`src/rtl/sram_word_port_pkg.sv`:
```
// Shared definitions for the word-addressed asynchronous SRAM port.
// Holds the cycle-sequencer state encoding, pin level constants, the
// default strobe length and a small lane-select helper.
package sram_word_port_pkg;

    // Sequencer states for one SRAM access
    typedef enum logic [1:0] {
        ST_IDLE   = 2'd0,
        ST_SETUP  = 2'd1,
        ST_STROBE = 2'd2,
        ST_HOLD   = 2'd3
    } state_t;

    // SRAM control pins are active-low
    localparam logic PIN_ACTIVE   = 1'b0;
    localparam logic PIN_INACTIVE = 1'b1;

    localparam int DEFAULT_STROBE_CYCLES = 2;

    // Strobe down-counter width; legal strobe lengths are 1..15
    localparam int CNT_WIDTH = 4;

    // Active-low {ub_n, lb_n} from an active-high byte-enable pair
    function automatic logic [1:0] lane_sel_n(input logic [1:0] byte_en);
        return ~byte_en;
    endfunction

endpackage : sram_word_port_pkg

```
`src/rtl/sram_word_port.sv`:
```
// Responder side of the word-addressed RAM interface. Accepts one request
// at a time (req/ready/ack) and runs a SETUP / STROBE / HOLD cycle on an
// external asynchronous 16-bit SRAM with active-low CE/OE/WE/UB/LB.
//
// Ports:
//   clk, rst            system clock, asynchronous active-high reset
//   req, we             request (qualified by ready) and write select
//   ram_addr            word address, latched at accept
//   ram_byte_en         [1]=high byte, [0]=low byte, active-high
//   ram_write_data      write data, lanes already positioned
//   ram_read_data       registered read data, valid while ack=1, held after
//   ready               high only while idle
//   ack                 one-cycle completion pulse (the HOLD cycle)
//   sram_addr           SRAM address
//   sram_dq_out/_in/_oe split bidirectional data bus; tristate is in the top
//   sram_ce_n/oe_n/we_n chip, output and write enables
//   sram_ub_n/lb_n      byte lane selects
//
// Every SRAM-side output is a flop loaded from the next-state decode, so
// there is no combinational path from req to any pin.
module sram_word_port
    import sram_word_port_pkg::*;
#(
    parameter int ADDR_WIDTH    = 17,
    parameter int DATA_WIDTH    = 16,
    parameter int STROBE_CYCLES = DEFAULT_STROBE_CYCLES
) (
    input  logic                  clk,
    input  logic                  rst,
    input  logic                  req,
    input  logic                  we,
    input  logic [ADDR_WIDTH-1:0] ram_addr,
    input  logic [1:0]            ram_byte_en,
    input  logic [DATA_WIDTH-1:0] ram_write_data,
    output logic [DATA_WIDTH-1:0] ram_read_data,
    output logic                  ready,
    output logic                  ack,
    output logic [ADDR_WIDTH-1:0] sram_addr,
    output logic [DATA_WIDTH-1:0] sram_dq_out,
    input  logic [DATA_WIDTH-1:0] sram_dq_in,
    output logic                  sram_dq_oe,
    output logic                  sram_ce_n,
    output logic                  sram_oe_n,
    output logic                  sram_we_n,
    output logic                  sram_ub_n,
    output logic                  sram_lb_n
);

    // Reject illegal configurations at elaboration
    generate
        if (STROBE_CYCLES < 1 || STROBE_CYCLES > 15) begin : g_bad_strobe
            $error("sram_word_port: STROBE_CYCLES must be in 1..15");
        end
        if (DATA_WIDTH != 16) begin : g_bad_width
            $error("sram_word_port: DATA_WIDTH must be 16");
        end
    endgenerate

    localparam logic [CNT_WIDTH-1:0] STROBE_LOAD = CNT_WIDTH'(STROBE_CYCLES);

    state_t                 state_r;
    state_t                 state_next_s;
    logic [CNT_WIDTH-1:0]   cnt_r;
    logic [CNT_WIDTH-1:0]   cnt_next_s;
    logic                   accept_s;
    logic                   capture_s;

    // Request captured at the accept edge
    logic                   we_r;
    logic [1:0]             be_r;
    logic [ADDR_WIDTH-1:0]  addr_r;
    logic [DATA_WIDTH-1:0]  dq_out_r;
    logic [DATA_WIDTH-1:0]  read_data_r;

    // Request view used to decode pins for the next cycle
    logic                   we_eff_s;
    logic [1:0]             be_eff_s;

    logic ce_n_next_s, oe_n_next_s, we_n_next_s, ub_n_next_s, lb_n_next_s;
    logic dq_oe_next_s, ack_next_s, ready_next_s;
    logic ce_n_r, oe_n_r, we_n_r, ub_n_r, lb_n_r, dq_oe_r, ack_r, ready_r;

    // Next-state logic and strobe down-counter
    always_comb begin
        state_next_s = state_r;
        cnt_next_s   = cnt_r;
        accept_s     = 1'b0;
        capture_s    = 1'b0;
        case (state_r)
            ST_IDLE: begin
                if (req) begin
                    state_next_s = ST_SETUP;
                    accept_s     = 1'b1;
                end else begin
                    state_next_s = ST_IDLE;
                end
            end
            ST_SETUP: begin
                // Reload on every entry so the counter can never wrap
                state_next_s = ST_STROBE;
                cnt_next_s   = STROBE_LOAD;
            end
            ST_STROBE: begin
                if (cnt_r == 4'd1) begin
                    // Edge ending the last strobe cycle: read data is stable
                    state_next_s = ST_HOLD;
                    cnt_next_s   = 4'd0;
                    capture_s    = ~we_r;
                end else begin
                    cnt_next_s   = cnt_r - 4'd1;
                end
            end
            ST_HOLD: begin
                state_next_s = ST_IDLE;
            end
            default: begin
                state_next_s = ST_IDLE;
                cnt_next_s   = 4'd0;
            end
        endcase
    end

    // Pin decode for the cycle that follows the next clock edge
    always_comb begin
        if (accept_s) begin
            // Latched copies are not loaded yet on the accept edge
            we_eff_s = we;
            be_eff_s = ram_byte_en;
        end else begin
            we_eff_s = we_r;
            be_eff_s = be_r;
        end

        ce_n_next_s  = PIN_INACTIVE;
        oe_n_next_s  = PIN_INACTIVE;
        we_n_next_s  = PIN_INACTIVE;
        ub_n_next_s  = PIN_INACTIVE;
        lb_n_next_s  = PIN_INACTIVE;
        dq_oe_next_s = 1'b0;
        ack_next_s   = 1'b0;
        ready_next_s = 1'b0;

        case (state_next_s)
            ST_IDLE: begin
                ready_next_s = 1'b1;
            end
            ST_SETUP: begin
                ce_n_next_s                = PIN_ACTIVE;
                {ub_n_next_s, lb_n_next_s} = lane_sel_n(be_eff_s);
                dq_oe_next_s               = we_eff_s;
            end
            ST_STROBE: begin
                ce_n_next_s                = PIN_ACTIVE;
                {ub_n_next_s, lb_n_next_s} = lane_sel_n(be_eff_s);
                dq_oe_next_s               = we_eff_s;
                if (we_eff_s) begin
                    we_n_next_s = PIN_ACTIVE;
                end else begin
                    oe_n_next_s = PIN_ACTIVE;
                end
            end
            ST_HOLD: begin
                // Strobes released; ce, lanes and data kept for hold time
                ce_n_next_s                = PIN_ACTIVE;
                {ub_n_next_s, lb_n_next_s} = lane_sel_n(be_eff_s);
                dq_oe_next_s               = we_eff_s;
                ack_next_s                 = 1'b1;
            end
            default: begin
                ready_next_s = 1'b0;
            end
        endcase
    end

    // State register and strobe counter
    always_ff @(posedge clk or posedge rst) begin
        if (rst) begin
            state_r <= ST_IDLE;
            cnt_r   <= 4'd0;
        end else begin
            state_r <= state_next_s;
            cnt_r   <= cnt_next_s;
        end
    end

    // Request latch; address and write data go straight to the pin flops
    always_ff @(posedge clk or posedge rst) begin
        if (rst) begin
            we_r     <= 1'b0;
            be_r     <= 2'b00;
            addr_r   <= '0;
            dq_out_r <= '0;
        end else if (accept_s) begin
            we_r     <= we;
            be_r     <= ram_byte_en;
            addr_r   <= ram_addr;
            dq_out_r <= ram_write_data;
        end else begin
            we_r     <= we_r;
            be_r     <= be_r;
            addr_r   <= addr_r;
            dq_out_r <= dq_out_r;
        end
    end

    // Registered control pins and handshake outputs
    always_ff @(posedge clk or posedge rst) begin
        if (rst) begin
            ce_n_r  <= PIN_INACTIVE;
            oe_n_r  <= PIN_INACTIVE;
            we_n_r  <= PIN_INACTIVE;
            ub_n_r  <= PIN_INACTIVE;
            lb_n_r  <= PIN_INACTIVE;
            dq_oe_r <= 1'b0;
            ack_r   <= 1'b0;
            ready_r <= 1'b1;
        end else begin
            ce_n_r  <= ce_n_next_s;
            oe_n_r  <= oe_n_next_s;
            we_n_r  <= we_n_next_s;
            ub_n_r  <= ub_n_next_s;
            lb_n_r  <= lb_n_next_s;
            dq_oe_r <= dq_oe_next_s;
            ack_r   <= ack_next_s;
            ready_r <= ready_next_s;
        end
    end

    // Read data capture; all lanes taken as driven, writes leave it alone
    always_ff @(posedge clk or posedge rst) begin
        if (rst) begin
            read_data_r <= '0;
        end else if (capture_s) begin
            read_data_r <= sram_dq_in;
        end else begin
            read_data_r <= read_data_r;
        end
    end

    assign ram_read_data = read_data_r;
    assign ready         = ready_r;
    assign ack           = ack_r;
    assign sram_addr     = addr_r;
    assign sram_dq_out   = dq_out_r;
    assign sram_dq_oe    = dq_oe_r;
    assign sram_ce_n     = ce_n_r;
    assign sram_oe_n     = oe_n_r;
    assign sram_we_n     = we_n_r;
    assign sram_ub_n     = ub_n_r;
    assign sram_lb_n     = lb_n_r;

endmodule : sram_word_port

```
`config.mk`:
```
export PLATFORM = sky130hd
export DESIGN_NAME = sram_word_port
export DESIGN_NICKNAME = d
export VERILOG_FILES = /design/src/rtl/sram_word_port_pkg.sv /design/src/rtl/sram_word_port.sv
export SDC_FILE = /design/constraint.sdc
export NUM_CORES = 1
export LEC_CHECK = 0
export ABC_AREA = 1
export BUFFER_PORTS_ARGS = -buffer_cell sky130_fd_sc_hd__buf_2
export CORE_MARGIN = 8
export CORE_UTILIZATION = 48
export CTS_CLUSTER_DIAMETER = 100
export DETAILED_ROUTE_END_ITERATION = 10
export GPL_TIMING_DRIVEN = 0
export PLACE_DENSITY = 0.83
export SLEW_MARGIN = 10
export SYNTH_ARGS = -nofsm -noshare
export SYNTH_HDL_FRONTEND = slang
export SYNTH_SLANG_ARGS = --single-unit
```
`constraint.sdc`:
```
create_clock -name clk -period 2.5 [get_ports clk]
set_input_delay 0.5 -clock clk [delete_from_list [all_inputs] [get_ports clk]]
set_output_delay 0.5 -clock clk [all_outputs]
set_load 0.005 [all_outputs]
```
==> impl_metrics.ini <==
[power_and_ir_drop]
leakage_nw = 2.00
power.internal_mw = 3.23
p_switching_mw = 1.43
ir_worst_vdd_mv = 0.628
p_clk_frac = 0.204
p_per_area_nw_per_um2 = 1300
seqPwrFrac = 0.389
netSwitchingFraction = 0.308
p_comb_frac = 0.407

[floorplan]
io_pins = 112
die_width_um = 91.4
initial_core_util = 0.496
core_um2 = 5510
core.rowCount = 27
die_area_um2 = 8360
die_h_um = 91.4

[sta]
max_clock_freq_mhz = 650
slew_headroom = 0.491
hold_ws_ps = 308
fin_setup_tns_ps = 0
rsz0062_at_grt = false
hold_viol = 0
drv_slew = 0
fin_crit_sh = 0.616
tightest_slew_ps = 763
final-setup-viol-count = 0
period_needed_ps = 1540
skew_ps = 6.84

[drt]
wl_met1_um = 2640
via_per_inst = 4.69
drc = 0
first_pass_iters = 4
dr_total_vias = 1901
dr_wl_met2_um = 2660
wirelength_um = 6010
wl_per_cell_um = 14.8
route.met3.wl_um = 640
dr.first_iter.drc_count = 39
highest_layer = met4
ant_nets = 0

[cts]
h-tree-depth = 3
clock_latency_ps = 330
cts_tree = done
tritoncts.num_buffers = 9
ctsResizeCount = 0
clock-sinks = 65
clockRootBuffer = clkbuf_8
clockBufferDepth = 2
cts_setup_buffers = 0
path_clk_slew_ps = 70
hold_buffers = 0

[critical_path]
crit_type = flip-flop to primary output
crit_end = sram_ce_n
cp.required_ps = 2000
end_kind = primary output
reg2reg_from = state_r[0]
reg2reg_slack_ps = 1080
cp_max_fo = 2
worst_r2r_endpoint = sram_dq_out[1]
ff2ff_path_depth = 5
startpoint_type = flip-flop
cp.arrival_ps = 1040
cp-startpoint = sram_ce_n

[logic_synthesis]
synth-seq-area-share = 0.598
syn_area_um2 = 2730
yosysWarningCount = 0
syn_nets = 266
synth.distinct_cells = 23
synth.largest_area_cell = dfrtp_1
synthTopCellsByArea = dfrtp_1 (55%), mux2_4 (16%), dfstp_2 (4.8%), inv_1 (4.1%), nand2_1 (4.0%)
synth_top_area_share = 0.550
syn_area_per_cell_um2 = 13.3
syn_inst = 206
ys.flop_type = dfrtp_1
ys_seq_elements = 65
async_flop_share = 1.00
synth_edf_count = 0

[layout]
fill_cells = 427
area_delta_synth_final_pct = 31.6
nets = 388
diodes = 0
final_util = 0.653
drive_gt1_frac = 0.550

[job]
max-cap-violations = 0

[global_routing]
grt_max_degree = 66
grt_pass1_vias = 2016
grt_first_pass_wirelength_um = 9660
antenna_found_initial = 0
gr-total-overflow = 0
globalRouteTotalUtil = 0.143

[place]
io_buffer_count = 111
place.gp.congestion = 0.836
dp_hpwl_um = 4590

[run_status]
status = complete, no violations

[worst_hold_path]
hold_class = primary input to async pin
-- power by group through the flow --
| stage | logic, mW | registers (mW) | clock network, mW |
|---|---|---|---|
| floorplan | 1.14 | 1.87 | 0 |
| global placement | 1.86 | 1.80 | 0 |
| detailed placement | 1.93 | 1.83 | 0 |
| CTS | 1.94 | 1.82 | 0.981 |
| global route | 2.10 | 1.87 | 1.03 |
| finish | 1.90 | 1.81 | 0.950 |
-- cell type report --
class / instances / area (µm²) / share of cell area
flip-flops and latches: 65 / 1630 / 0.454
inverters: 30 / 115 / 0.0320
clock buffers: 13 / 149 / 0.0414
plain buffers: 7 / 82.6 / 0.0230
repair buffers: 111 / 556 / 0.155
multi-input cells: 104 / 903 / 0.251
clock inverters: 3 / 65.1 / 0.0181
well taps: 72 / 90.1 / 0.0251
-- worst min path at each step --
stage,endpoint,slack (ps),depth (start not counted)
final,sram_addr[6],310,2
after floorplan,be_r[0],470,1
after global routing,sram_addr[6],360,2
after detailed placement,ram_read_data[12],470,2
after CTS,sram_addr[6],330,2
after global placement,ram_read_data[12],460,2
-- synthesized netlist by cell type (2+ instances only) --
master   instances
dfstp_2          5
o21ai_2          6
o21ai_1         10
buf_2            3
mux2_4          30
nand3_1          2
inv_1           30
nand4_1          4
ha_1             5
buf_12           3
o21ai_0          2
mux2_2           5
nand2_1         29
dfrtp_1         60
a21oi_1          4
-- cell usage in the layout, fill, tap and decap left out, types with 2 or more instances in the layout --
master       n
a21oi_1      4
buf_12       3
buf_2      114
bufinv_16    2
clkbuf_1     3
clkbuf_8    10
dfrtp_1     60
dfstp_2      5
ha_1         5
inv_1       29
mux2_2       5
mux2_4      30
nand2_1     29
nand3_1      2
nand4_1      4
o21ai_0      2
o21ai_1     10
o21ai_2      6
-- sequential cells by signal, indices dropped and copies added, names as in the netlist --
register and count:
sram_dq_oe 1, sram_dq_out 16, state_r 2, ack 1
ram_read_data 16, we_r 1, sram_oe_n 1, cnt_r 4
be_r 2, sram_ub_n 1, sram_we_n 1, sram_addr 17
sram_ce_n 1, sram_lb_n 1
-- stage by stage --
stage                     cell area [µm²]  setup WS, ps  std cells  power, mW
after detailed placement             3380          1070        389       3.76
after floorplan                      2730           382        206       3.01
after CTS                            3590           940        405       4.73
final                                3590           961        405       4.66
after global routing                 3590           914        405       5.00
after global placement               3380          -339        389       3.66
-- metal layers --
layer	vias up	track usage
met4	0	0.0450
met5	-	0
met2	86	0.218
met3	7	0.0733
met1	897	0.172
li1	911	-
-- critical path, stage by stage, from the launching register on --
cell     delay (ps)
dfstp_2         530
buf_4            90
buf_2           100
-- logic make-up (layout without fill, tap and decap cells) --
kind of cell / Yosys count / in the layout / share of synthesized area
buf+inv: 37 / 164 / 0.0715
mux: 35 / 35 / 0.186
fa+ha+maj: 5 / 5 / 0.0229
simple gates: 41 / 41 / 0.0710
flops: 65 / 65 / 0.598
compound gates: 23 / 23 / 0.0513
Power figures use the tool's default switching activity.
